## src/rtl/tpx3_link_status.sv

```systemverilog
// ============================================================================
//  Module   : tpx3_link_status
//  Purpose  : Timepix3 receiver link qualification, loss counting, activity
//             stretching and LED / FMC status drive.
//  Revision : 1.0
// ============================================================================
`default_nettype none

module tpx3_link_status #(
    parameter int NUM_LINKS  = 8,
    parameter int UP_CYCLES  = 1024,
    parameter int ACT_CYCLES = 4000000,
    parameter int BLINK_BITS = 23,
    parameter int CNT_WIDTH  = 8,
    localparam int SEL_W     = (NUM_LINKS > 1) ? $clog2(NUM_LINKS) : 1
) (
    input  logic                 BUS_CLK,
    input  logic                 BUS_RST,
    input  logic [NUM_LINKS-1:0] RX_READY,
    input  logic [NUM_LINKS-1:0] RX_DATA_VALID,
    input  logic                 ETH_STATUS_OK,
    input  logic [1:0]           MODE,
    input  logic                 CNT_CLEAR,
    input  logic [SEL_W-1:0]     CNT_SEL,
    output logic [NUM_LINKS-1:0] LINK_UP,
    output logic                 ANY_UP,
    output logic                 ALL_UP,
    output logic [CNT_WIDTH-1:0] LOSS_CNT,
    output logic [NUM_LINKS-1:0] LED,
    output logic [3:0]           FMC_LED
);

    localparam int UP_W  = (UP_CYCLES > 1) ? $clog2(UP_CYCLES) : 1;
    localparam int ACT_W = $clog2(ACT_CYCLES + 1);
    localparam logic [UP_W-1:0]  UP_LAST  = UP_W'(UP_CYCLES - 1);
    localparam logic [ACT_W-1:0] ACT_LOAD = ACT_W'(ACT_CYCLES);

    logic [NUM_LINKS-1:0]  sync1_q;
    logic [NUM_LINKS-1:0]  sync2_q;
    logic [NUM_LINKS-1:0]  link_up_w;
    logic [NUM_LINKS-1:0]  act_w;
    logic [CNT_WIDTH-1:0]  loss_w [NUM_LINKS];
    logic                  any_q;
    logic                  all_q;
    logic [CNT_WIDTH-1:0]  loss_sel_q;
    logic [CNT_WIDTH-1:0]  loss_sel_d;
    logic [BLINK_BITS-1:0] blink_q;
    logic                  blink_w;
    logic [NUM_LINKS-1:0]  led_q;
    logic [NUM_LINKS-1:0]  led_d;
    logic [3:0]            fmc_q;

    always_ff @(posedge BUS_CLK) begin
        if (BUS_RST) begin
            sync1_q <= '0;
            sync2_q <= '0;
        end else begin
            sync1_q <= RX_READY;
            sync2_q <= sync1_q;
        end
    end

    for (genvar i = 0; i < NUM_LINKS; i++) begin : g_link
        logic [UP_W-1:0]      deb_q;
        logic [UP_W-1:0]      deb_d;
        logic                 up_q;
        logic                 up_d;
        logic [CNT_WIDTH-1:0] loss_q;
        logic [CNT_WIDTH-1:0] loss_d;
        logic [ACT_W-1:0]     act_q;
        logic [ACT_W-1:0]     act_d;

        // Counter holds at UP_LAST; the up flag is raised one edge later.
        always_comb begin
            deb_d = deb_q;
            up_d  = up_q;
            if (!sync2_q[i]) begin
                deb_d = '0;
                up_d  = 1'b0;
            end else if (deb_q == UP_LAST) begin
                up_d = 1'b1;
            end else begin
                deb_d = deb_q + 1'b1;
            end

            loss_d = loss_q;
            if (CNT_CLEAR) begin
                loss_d = '0;
            end else if (up_q && !up_d && (loss_q != {CNT_WIDTH{1'b1}})) begin
                loss_d = loss_q + 1'b1;
            end

            act_d = act_q;
            if (RX_DATA_VALID[i]) begin
                act_d = ACT_LOAD;
            end else if (act_q != '0) begin
                act_d = act_q - 1'b1;
            end
        end

        always_ff @(posedge BUS_CLK) begin
            if (BUS_RST) begin
                deb_q  <= '0;
                up_q   <= 1'b0;
                loss_q <= '0;
                act_q  <= '0;
            end else begin
                deb_q  <= deb_d;
                up_q   <= up_d;
                loss_q <= loss_d;
                act_q  <= act_d;
            end
        end

        assign link_up_w[i] = up_q;
        assign act_w[i]     = (act_q != '0);
        assign loss_w[i]    = loss_q;
    end

    // Out-of-range selects fall through to zero.
    always_comb begin
        loss_sel_d = '0;
        for (int k = 0; k < NUM_LINKS; k++) begin
            if (CNT_SEL == SEL_W'(k)) begin
                loss_sel_d = loss_w[k];
            end
        end
    end

    assign blink_w = blink_q[BLINK_BITS-1];

    always_comb begin
        led_d = '0;
        case (MODE)
            2'd0:    led_d = link_up_w;
            2'd1:    led_d = act_w;
            2'd2:    led_d = link_up_w ^ (act_w & {NUM_LINKS{blink_w}});
            default: led_d = {NUM_LINKS{blink_w}};
        endcase
    end

    always_ff @(posedge BUS_CLK) begin
        if (BUS_RST) begin
            any_q      <= 1'b0;
            all_q      <= 1'b0;
            loss_sel_q <= '0;
            blink_q    <= '0;
            led_q      <= '0;
            fmc_q      <= '0;
        end else begin
            any_q      <= |link_up_w;
            all_q      <= &link_up_w;
            loss_sel_q <= loss_sel_d;
            blink_q    <= blink_q + 1'b1;
            led_q      <= led_d;
            fmc_q      <= {ETH_STATUS_OK, any_q, all_q, |act_w};
        end
    end

    assign LINK_UP  = link_up_w;
    assign ANY_UP   = any_q;
    assign ALL_UP   = all_q;
    assign LOSS_CNT = loss_sel_q;
    assign LED      = led_q;
    assign FMC_LED  = fmc_q;

endmodule

`default_nettype wire
```

## config.mk

```make
export PLATFORM = sky130hd
export DESIGN_NAME = tpx3_link_status
export DESIGN_NICKNAME = d
export VERILOG_FILES = /design/src/rtl/tpx3_link_status.sv
export SDC_FILE = /design/constraint.sdc
export NUM_CORES = 1
export LEC_CHECK = 0
export ABC_AREA = 1
export CAP_MARGIN = 20
export CORE_MARGIN = 2
export CORE_UTILIZATION = 45
export DETAILED_ROUTE_END_ITERATION = 8
export REMOVE_ABC_BUFFERS = 1
export SLEW_MARGIN = 30
export SYNTH_ARGS = -nofsm -noshare
export SYNTH_HDL_FRONTEND = slang
export SYNTH_SLANG_ARGS = --single-unit
```

## constraint.sdc

```tcl
create_clock -name BUS_CLK -period 3.4 [get_ports BUS_CLK]
set_input_delay 0.51 -clock BUS_CLK [delete_from_list [all_inputs] [get_ports BUS_CLK]]
set_output_delay 0.51 -clock BUS_CLK [all_outputs]
set_load 0.02 [all_outputs]
```

==> results of run 1 <==
worst register-to-register path: stages, from the launching register on:
cell	delay, ps
dfxtp_1	330
inv_1	180
ha_1	200
nand2_1	60
nor2_1	130
nand3_2	450
inv_2	320
nand4_1	150
nor2_1	130
nor2_1	40
report_power, final:
| group | leakage [nW] | switching [mW] | internal, mW |
|---|---|---|---|
| Clock | 0.742 | 1.93 | 3.03 |
| Sequential | 3.17 | 0.195 | 4.76 |
| Combinational | 5.41 | 1.19 | 0.689 |
| Total | 9.33 | 3.31 | 8.48 |
cell usage after synthesis (7+ instances only):
cell type | n | area share [%]
clkbuf_1 | 16 | 0.31
buf_2 | 11 | 0.28
nand3b_1 | 17 | 0.65
ha_1 | 33 | 2.1
nand4_1 | 79 | 2.5
a211oi_1 | 17 | 0.65
nor3_1 | 77 | 2.0
dfxtp_1 | 389 | 40
nand2_1 | 532 | 10
inv_2 | 13 | 0.25
a31o_2 | 14 | 0.63
buf_1 | 9 | 0.17
inv_1 | 314 | 6.0
buf_4 | 9 | 0.35
o21ai_0 | 103 | 2.6
a21oi_1 | 217 | 5.6
nand3_2 | 7 | 0.36
nand3_1 | 173 | 4.4
o21a_1 | 13 | 0.50
nor4_1 | 19 | 0.61
nor2_2 | 29 | 0.93
or2_2 | 13 | 0.42
o21bai_1 | 8 | 0.31
xor2_1 | 72 | 3.2
nor2_1 | 483 | 9.3
xnor2_1 | 50 | 2.2
metal layers:
metal  routed length [um]  GRT usage [%]  part of all wire [%]
met2                21090          34.89                    45
met4                 1351          7.722                   2.9
met3                 2160          3.294                   4.6
met5                   13              0                 0.028
met1                22560          28.09                    48
logic make-up (layout without fill, tap and decap cells):
| kind of cell | Yosys count | in the layout |
|---|---|---|
| fa+ha+maj | 33 | 33 |
| compound gates | 401 | 401 |
| buf+inv | 377 | 466 |
| xor+xnor | 122 | 122 |
| flops | 389 | 389 |
| simple gates | 1468 | 1468 |
metrics by stage:
| stage | cells | instance area [um2] |
|---|---|---|
| after floorplan | 2743 | 19260 |
| after global placement | 3386 | 20570 |
| after detailed placement | 3386 | 20570 |
| after CTS | 3464 | 22080 |
| after global routing | 3464 | 22080 |
| final | 3464 | 22080 |
cell type report:
cell class              count  share of cell area [%]
multi-input cells        2024                   46.35
clock buffers              59                   5.656
flip-flops and latches    389                   35.27
well taps                 585                   3.315
inverters                 330                   5.610
repair buffers             58                   2.629
clock inverters            19                   1.167
state kept, by name, summed over array words and instances (netlist names):
| signal | cells |
|---|---|
| LOSS_CNT | 8 |
| blink_q | 23 |
| g_link.loss_q | 64 |
| ANY_UP | 1 |
| sync1_q | 8 |
| ALL_UP | 1 |
| FMC_LED | 4 |
| g_link.deb_q | 80 |
| g_link.up_q | 8 |
| sync2_q | 8 |
| LED | 8 |
| g_link.act_q | 176 |
worst min-delay path by stage:
stage,start,cells after the start,end
finish,sync1_q[7],2,sync2_q[7]
global route,sync1_q[6],2,sync2_q[6]
CTS,BUS_RST,2,FMC_LED[3]
detailed placement,sync1_q[0],2,sync2_q[0]
global placement,sync1_q[6],2,sync2_q[6]
floorplan,sync1_q[0],2,sync2_q[0]
==> flow_metrics.py, run 1 <==
metrics = {
    "outcome": {
        "outcome": "finished, final reports clean",
    },
    "drt": {
        "drt_iter0_drc": 1164,
        "postRouteAntennaNets": 0,
        "vias": 17817,
        "wire_per_inst_um": 13.62,
        "drc": 0,
        "drt_pre_antenna_iters": 5,
        "vias_per_cell": 5.143,
        "wirelength_um": 47180,
    },
    "sta": {
        "max_clock_freq_mhz": 429.9,
        "fin_hold_ws_ps": 406.3,
        "period_share_pct": 68.41,
        "skew_ps": 12.72,
        "finalHoldViolations": 0,
        "slew_viol_final": 0,
        "finalCriticalPeriod_ps": 2326,
        "setup_viol": 0,
        "rsz0062_at_grt": "no",
        "maxSlewHeadroom_pct": 44.73,
        "final.setup.tns_ps": 0,
        "tightest_slew_ps": 822.8,
        "setup_slack_ps": 1074,
    },
    "yosys": {
        "synth-simple-area-share_pct": 33.34,
        "synth_xor_area_share_pct": 5.481,
        "synth-compound-area-share_pct": 11.54,
        "synth_top_family_by_area": "simple AND/OR/NAND/NOR gates",
        "synth_fa_ha_area_share_pct": 2.118,
        "synthCells": 2790,
        "yosysWarnings": 0,
        "ys_seq_area_share_pct": 39.94,
        "async_flop_share_pct": 0,
        "syn-mean-instance-area_um2": 6.988,
        "synth_edf_count": 0,
        "ys_seq_elements": 389,
        "synth_area_um2": 19500,
        "synthDistinctLibCells": 54,
        "synthMuxAreaShare_pct": 0,
        "ys.flop_type": "dfxtp_1",
    },
    "clocking": {
        "clockBufferDepth": 3,
        "cts-root-buf": "clkbuf_16",
        "cts_tree": "built",
        "htree_levels": 2,
        "clock_sinks": 389,
        "cts_setup_buffers": 0,
        "ctsHoldBuffers": 0,
        "cts_resized": 0,
        "clk_latency_ps": 560,
        "clkTransAtPathRegs_ps": 60,
        "numCtsBuffers": 45,
    },
    "worst_setup_path": {
        "slowest_delay_ps": 690,
        "cp_data_arrival_time_ps": 1820,
        "path_depth": 1,
        "worstSetupStartpointType": "flop",
        "cpLargestDelayFamily": "buffers and inverters",
        "cp-end-kind": "primary output",
        "path_max_fanout": 6,
        "critPathBufInv": 1,
        "r2r_end": "FMC_LED[0]",
        "rr_worst_depth": 9,
        "r2r_slack_ps": 1290,
        "worstSetupEndpoint": "LINK_UP[6]",
        "path_cells": "clkdlybuf4s50_1",
        "worst_path_max_delay_cell": "clkdlybuf4s50_1",
        "startpoint": "g_link[6].up_q",
        "critPathRequiredTime_ps": 2890,
        "timing.rr.start": "g_link[0].act_q[0]",
        "critical_path_class": "flop to primary output",
    },
    "die": {
        "initial_utilization_pct": 45.46,
        "rows": 76,
        "die_y_um": 212.1,
        "core_region_area_um2": 42890,
        "pin_count": 55,
        "die_x_um": 212.1,
        "die_area_um2": 45010,
    },
    "pwr": {
        "p_leak_nw": 9.330,
        "powerDensity_nw_per_um2": 534.1,
        "irDropWorstVdd_mv": 0.3369,
        "finalPower_mw": 11.79,
    },
    "layout": {
        "post-route-util_pct": 51.48,
        "fill_cells": 4212,
        "fin_nets": 2906,
        "multiInputGateArea_um2": 10230,
        "drive_above_1_share_pct": 6.252,
        "n_antenna_cell": 0,
        "synthToLayoutAreaGrowth_pct": 13.25,
        "seq_area_um2": 7787,
        "final_cell_mix": "nand2_1, nor2_1, dfxtp_1",
        "final_common_cell": "nand2_1",
    },
    "grt": {
        "grt_max_degree": 57,
        "grt_remaining_overflow": 0,
        "antenna_found_initial": 1,
        "grt_pass1_wl_um": 79300,
        "grt_usage_pct": 21.19,
        "grt_pass1_vias": 16637,
    },
    "job": {
        "drv_cap": 0,
    },
    "place": {
        "gp_congestion": 0.9053,
        "dpl_worst_slack_ps": 987.6,
        "hpwl_um": 34600,
        "portBuffers": 54,
    },
    "worst_hold_path": {
        "hp-class": "flop to flop",
    },
}
Note: power is estimated with default switching activity, not from simulation.
==> inputs of run 2 (changes only) <==
- clock period: 3.4 -> 2.2 ns (I/O delays scaled with it)
==> run 2 against run 1 <==
Against the previous run: flip-flop and latch count unchanged; first-iteration DRC count up 2.0%; clock-buffer cell count is 2 higher; total power is 60% higher; hold slack got worse by 240 ps; die area unchanged; worst setup slack got worse by 980 ps; clock power up 67%; largest cell class unchanged; largest power group is now the clock network.
==> flow_metrics.py, run 2 (synthesized netlist as in run 1, its figures left out) <==
metrics = {
    "drt": {
        "met3WireLength_um": 2039,
        "drc": 0,
        "wl_met1_um": 22370,
        "dr.max_layer_used": "met5",
        "route.met2.wl_um": 21840,
        "vias_per_cell": 5.162,
        "drt_pre_antenna_iters": 6,
        "wire_per_inst_um": 13.64,
        "postRouteAntennaNets": 0,
        "vias": 18014,
        "drt_iter0_drc": 1187,
        "wirelength_um": 47590,
    },
    "layout": {
        "final_cell_mix": "nand2_1, nor2_1, dfxtp_1",
        "regMostFlops": "g_link.act_q",
        "postLayoutCellArea_um2": 22420,
        "final_common_cell": "nand2_1",
        "drive_above_1_share_pct": 7.094,
        "fin_nets": 2928,
        "fill_cells": 4189,
        "synthToLayoutAreaGrowth_pct": 14.99,
        "largest_reg_flops": 176,
        "reg.largest.list": "g_link.act_q (176), g_link.deb_q (80), g_link.loss_q (64)",
    },
    "grt": {
        "grt_remaining_overflow": 0,
        "antenna_found_initial": 2,
        "grt_max_degree": 34,
        "grt_usage_pct": 21.33,
        "grt_pass1_vias": 16684,
        "grt_pass1_wl_um": 79380,
    },
    "outcome": {
        "outcome": "finished, final reports clean",
    },
    "clocking": {
        "cts_resized": 0,
        "clk_latency_ps": 590,
        "cts_tree": "built",
        "ctsHoldBuffers": 0,
        "cts_setup_buffers": 0,
        "clkTransAtPathRegs_ps": 60,
        "htree_levels": 2,
        "numCtsBuffers": 45,
        "clockBufferDepth": 3,
        "clock_sinks": 389,
        "cts-root-buf": "clkbuf_16",
    },
    "pwr": {
        "finalPower_mw": 18.88,
        "irDropWorstVdd_mv": 0.5647,
        "p_leak_nw": 9.500,
        "powerDensity_nw_per_um2": 842.1,
    },
    "die": {
        "die_area_um2": 45010,
        "die_x_um": 212.1,
        "initial_utilization_pct": 45.46,
        "pin_count": 55,
        "core_region_area_um2": 42890,
        "rows": 76,
        "die_y_um": 212.1,
    },
    "worst_setup_path": {
        "worstSetupStartpointType": "flop",
        "path_cells": "clkdlybuf4s50_1",
        "worst_path_max_delay_cell": "clkdlybuf4s50_1",
        "slowest_delay_ps": 680,
        "cp-end-kind": "primary output",
        "critPathBufInv": 1,
        "critical_path_class": "flop to primary output",
        "critPathRequiredTime_ps": 1870,
        "cpLargestDelayFamily": "buffers and inverters",
        "cp_data_arrival_time_ps": 1770,
        "path_max_fanout": 6,
    },
    "sta": {
        "max_clock_freq_mhz": 475.8,
        "skew_ps": 19.07,
        "maxSlewHeadroom_pct": 62.31,
        "setup_viol": 0,
        "tightest_slew_ps": 563.6,
        "slew_viol_final": 0,
        "finalCriticalPeriod_ps": 2102,
        "rsz0062_at_grt": "no",
        "finalHoldViolations": 0,
        "period_share_pct": 95.52,
        "fin_hold_ws_ps": 164.6,
    },
    "place": {
        "place_area_um2": 20750,
        "gp_congestion": 0.9036,
        "portBuffers": 54,
        "hpwl_um": 35640,
    },
    "job": {
        "drv_cap": 0,
    },
    "worst_hold_path": {
        "hp-class": "primary input to flop",
    },
}
## run 2: changes by cell type in the layout (fill, tap and decap cells not counted)
cell / change
inv_16: +1
inv_6: -2
clkbuf_16: +1
clkbuf_8: +2
clkinv_2: -6
bufinv_16: +3
diode_2: +1
clkinv_8: +1
buf_4: +21
clkinv_4: +2
clkbuf_1: -1
buf_12: +1
clkinvlp_4: +2
## run 2: cell type report
class / count / area [um2] / share of cell area, %
antenna: 1 / 2.502 / 0.01116
clock inverter: 20 / 369.1 / 1.646
tap: 585 / 732.0 / 3.265
multi-input combinational: 2024 / 10230 / 45.65
sequential: 389 / 7787 / 34.74
clock buffer: 61 / 1297 / 5.787
inverter: 330 / 1239 / 5.525
timing repair buffer: 80 / 758.2 / 3.382
## run 2: path summary, 6_finish.rpt
path,slack [ps],to,start,cells after the start
worst max-delay path,100,LINK_UP[0],g_link[0].up_q,1
worst min-delay path,160,blink_q[8],BUS_RST,2
worst max register to register,390,FMC_LED[0],g_link[2].act_q[0],9
worst min register to register,400,sync2_q[6],sync1_q[6],2
## run 2: per-stage QoR
stage                     std cells  TNS (ps)  setup WS (ps)  utilization, %
after global routing           3490         0          37.42           52.28
after floorplan                2743     -2607         -274.2               -
after CTS                      3489         0          71.38           52.27
after global placement         3408         0          303.1           48.38
after detailed placement       3408         0          228.1           48.38
final                          3490         0          98.49           52.28
## run 2: layer usage
layer  vias to the layer above  track usage (%)
met1                      8255            27.90
met5                         -                0
met4                         2            7.358
met3                       100            3.205
met2                       378            35.87
li1                       9279                -
## run 2: where the power goes
group          leakage (nW)  total, mW  switching (mW)  internal (mW)
Sequential             3.17       7.67           0.309           7.36
Combinational          5.52       2.92            1.83           1.08
Clock                 0.803       8.29            3.08           5.21
==> inputs of run 3 (changes only) <==
- PLACE_DENSITY: default -> 0.64
- SLEW_MARGIN: 30 -> 20
==> run 3 against run 2 <==
Against the previous run: flip-flop and latch count unchanged; non-clock buffer count down 3; wire length up 0.31%; via count about the same; die area stayed put; combinational power about the same; first-iteration DRC count up 6.7%; clock power decreased by 5.7%; register-to-register slack worse by 40 ps; sequential power about the same; hold slack got worse by 38 ps; cell count decreased by 0.11%; critical path type unchanged; highest routed layer is now met4.
==> flow_metrics.py, run 3 (synthesized netlist as in run 1, its figures left out) <==
metrics = {
    "worst_setup_path": {
        "cp_data_arrival_time_ps": 1810,
        "cpLargestDelayFamily": "buffers and inverters",
        "path_cells": "clkdlybuf4s50_1",
        "slowest_delay_ps": 690,
        "cp-end-kind": "primary output",
        "worstSetupStartpointType": "flop",
        "path_max_fanout": 5,
        "worst_path_max_delay_cell": "clkdlybuf4s50_1",
        "critPathBufInv": 1,
        "critical_path_class": "flop to primary output",
        "critPathRequiredTime_ps": 1870,
    },
    "pwr": {
        "powerDensity_nw_per_um2": 825.5,
        "finalPower_mw": 18.40,
        "irDropWorstVdd_mv": 0.6859,
        "p_leak_nw": 9.455,
    },
    "worst_hold_path": {
        "hp-class": "primary input to flop",
    },
    "clocking": {
        "clock_sinks": 389,
        "htree_levels": 2,
        "clockBufferDepth": 3,
        "cts_resized": 0,
        "ctsHoldBuffers": 0,
        "cts_setup_buffers": 0,
        "clk_latency_ps": 580,
        "clkTransAtPathRegs_ps": 60,
        "numCtsBuffers": 45,
        "cts-root-buf": "clkbuf_16",
        "cts_tree": "built",
    },
    "die": {
        "pin_count": 55,
        "die_area_um2": 45010,
        "initial_utilization_pct": 45.46,
        "die_y_um": 212.1,
        "rows": 76,
        "core_region_area_um2": 42890,
        "die_x_um": 212.1,
    },
    "drt": {
        "wire_per_inst_um": 13.69,
        "drt_iter0_drc": 1266,
        "dr.max_layer_used": "met4",
        "vias_per_cell": 5.172,
        "postRouteAntennaNets": 0,
        "wl_met1_um": 22380,
        "wirelength_um": 47740,
        "drc": 0,
        "met3WireLength_um": 2299,
        "vias": 18031,
        "drt_pre_antenna_iters": 6,
        "route.met2.wl_um": 21640,
    },
    "outcome": {
        "outcome": "finished, final reports clean",
    },
    "place": {
        "dpl_worst_slack_ps": 194.0,
        "dp.cells": 3405,
        "portBuffers": 54,
        "hpwl_um": 35480,
        "gp_congestion": 0.9103,
    },
    "layout": {
        "reg.largest.list": "g_link.act_q (176), g_link.deb_q (80), g_link.loss_q (64)",
        "largest_reg_flops": 176,
        "fin_cells": 3486,
        "fill_cells": 4240,
        "n_antenna_cell": 0,
        "synthToLayoutAreaGrowth_pct": 14.35,
        "fin_nets": 2925,
        "final_cell_mix": "nand2_1, nor2_1, dfxtp_1",
        "regMostFlops": "g_link.act_q",
        "drive_above_1_share_pct": 7.067,
        "final_common_cell": "nand2_1",
    },
    "sta": {
        "period_share_pct": 97.29,
        "finalCriticalPeriod_ps": 2140,
        "finalHoldViolations": 0,
        "setup_slack_ps": 59.73,
        "maxSlewHeadroom_pct": 60.52,
        "setup_viol": 0,
        "rsz0062_at_grt": "no",
        "tightest_slew_ps": 591.6,
        "slew_viol_final": 0,
        "max_clock_freq_mhz": 467.2,
        "skew_ps": 21.42,
    },
    "grt": {
        "grt_max_degree": 35,
        "grt_pass1_vias": 17310,
        "grt_usage_pct": 21.62,
        "grt_pass1_wl_um": 81210,
        "grt_remaining_overflow": 0,
        "antenna_found_initial": 0,
    },
    "job": {
        "drv_cap": 0,
    },
}
## run 3: cell types whose count changed in the layout (fill, tap and decap cells not counted), sizes merged
| cell | previous run | this run |
|---|---|---|
| bufinv | 9 | 5 |
| clkinv | 9 | 13 |
| clkbuf | 61 | 62 |
| diode | 1 | 0 |
| buf | 27 | 24 |
| inv | 328 | 329 |
| clkinvlp | 4 | 2 |
## run 3: metal layers
metal | global-route usage [%] | vias to the layer above
met5 | 0 | -
met4 | 7.649 | 0
met3 | 3.486 | 87
met2 | 36.08 | 388
met1 | 28.26 | 8268
li1 | - | 9288
## run 3: through the flow
stage / instance area, um2 / setup TNS, ps / hold WS [ps] / util (%)
2_1_floorplan: 19260 / -2607 / 388.3 / -
3_3_place_gp: 20710 / 0 / 394.6 / 48.30
3_5_place_dp: 20710 / 0 / 393.1 / 48.30
4_1_cts: 22290 / 0 / 110.1 / 51.98
5_1_grt: 22290 / 0 / 146.1 / 51.98
6_report: 22290 / 0 / 126.8 / 51.98
## run 3: path summary, 6_finish.rpt
check                startpoint         end  slack, ps  cells past startpoint
min                     BUS_RST  sync1_q[4]        130                      2
min reg2reg          sync1_q[6]  sync2_q[6]        400                      2
max reg2reg  g_link[2].act_q[0]  FMC_LED[0]        350                      9
max              g_link[5].up_q  LINK_UP[5]         60                      1
## run 3: worst register-to-register path, cell delays in order (launching register included)
cell and delay, ps:
dfxtp_1 330, inv_1 160, ha_1 190, nand2_1 70, nor2_2 150, nand3_4 240, inv_1 310, nand4_1 130
nor2_1 120, nor2_1 40
## run 3: where the power goes
part           leakage, nW  total (mW)  internal, mW  switching, mW
sequential            3.17        7.67          7.36          0.308
combinational         5.50        2.92          1.08           1.84
clock                0.778        7.82          4.79           3.03
## run 3: final cells by class
type	instances	area, um2	area share [%]
Clock buffer	62	1320	5.921
Tap cell	585	732.0	3.283
Inverter	330	1239	5.556
Multi-Input combinational cell	2024	10230	45.90
Sequential cell	389	7787	34.93
Clock inverter	19	259.0	1.162
Timing Repair Buffer	77	723.2	3.244
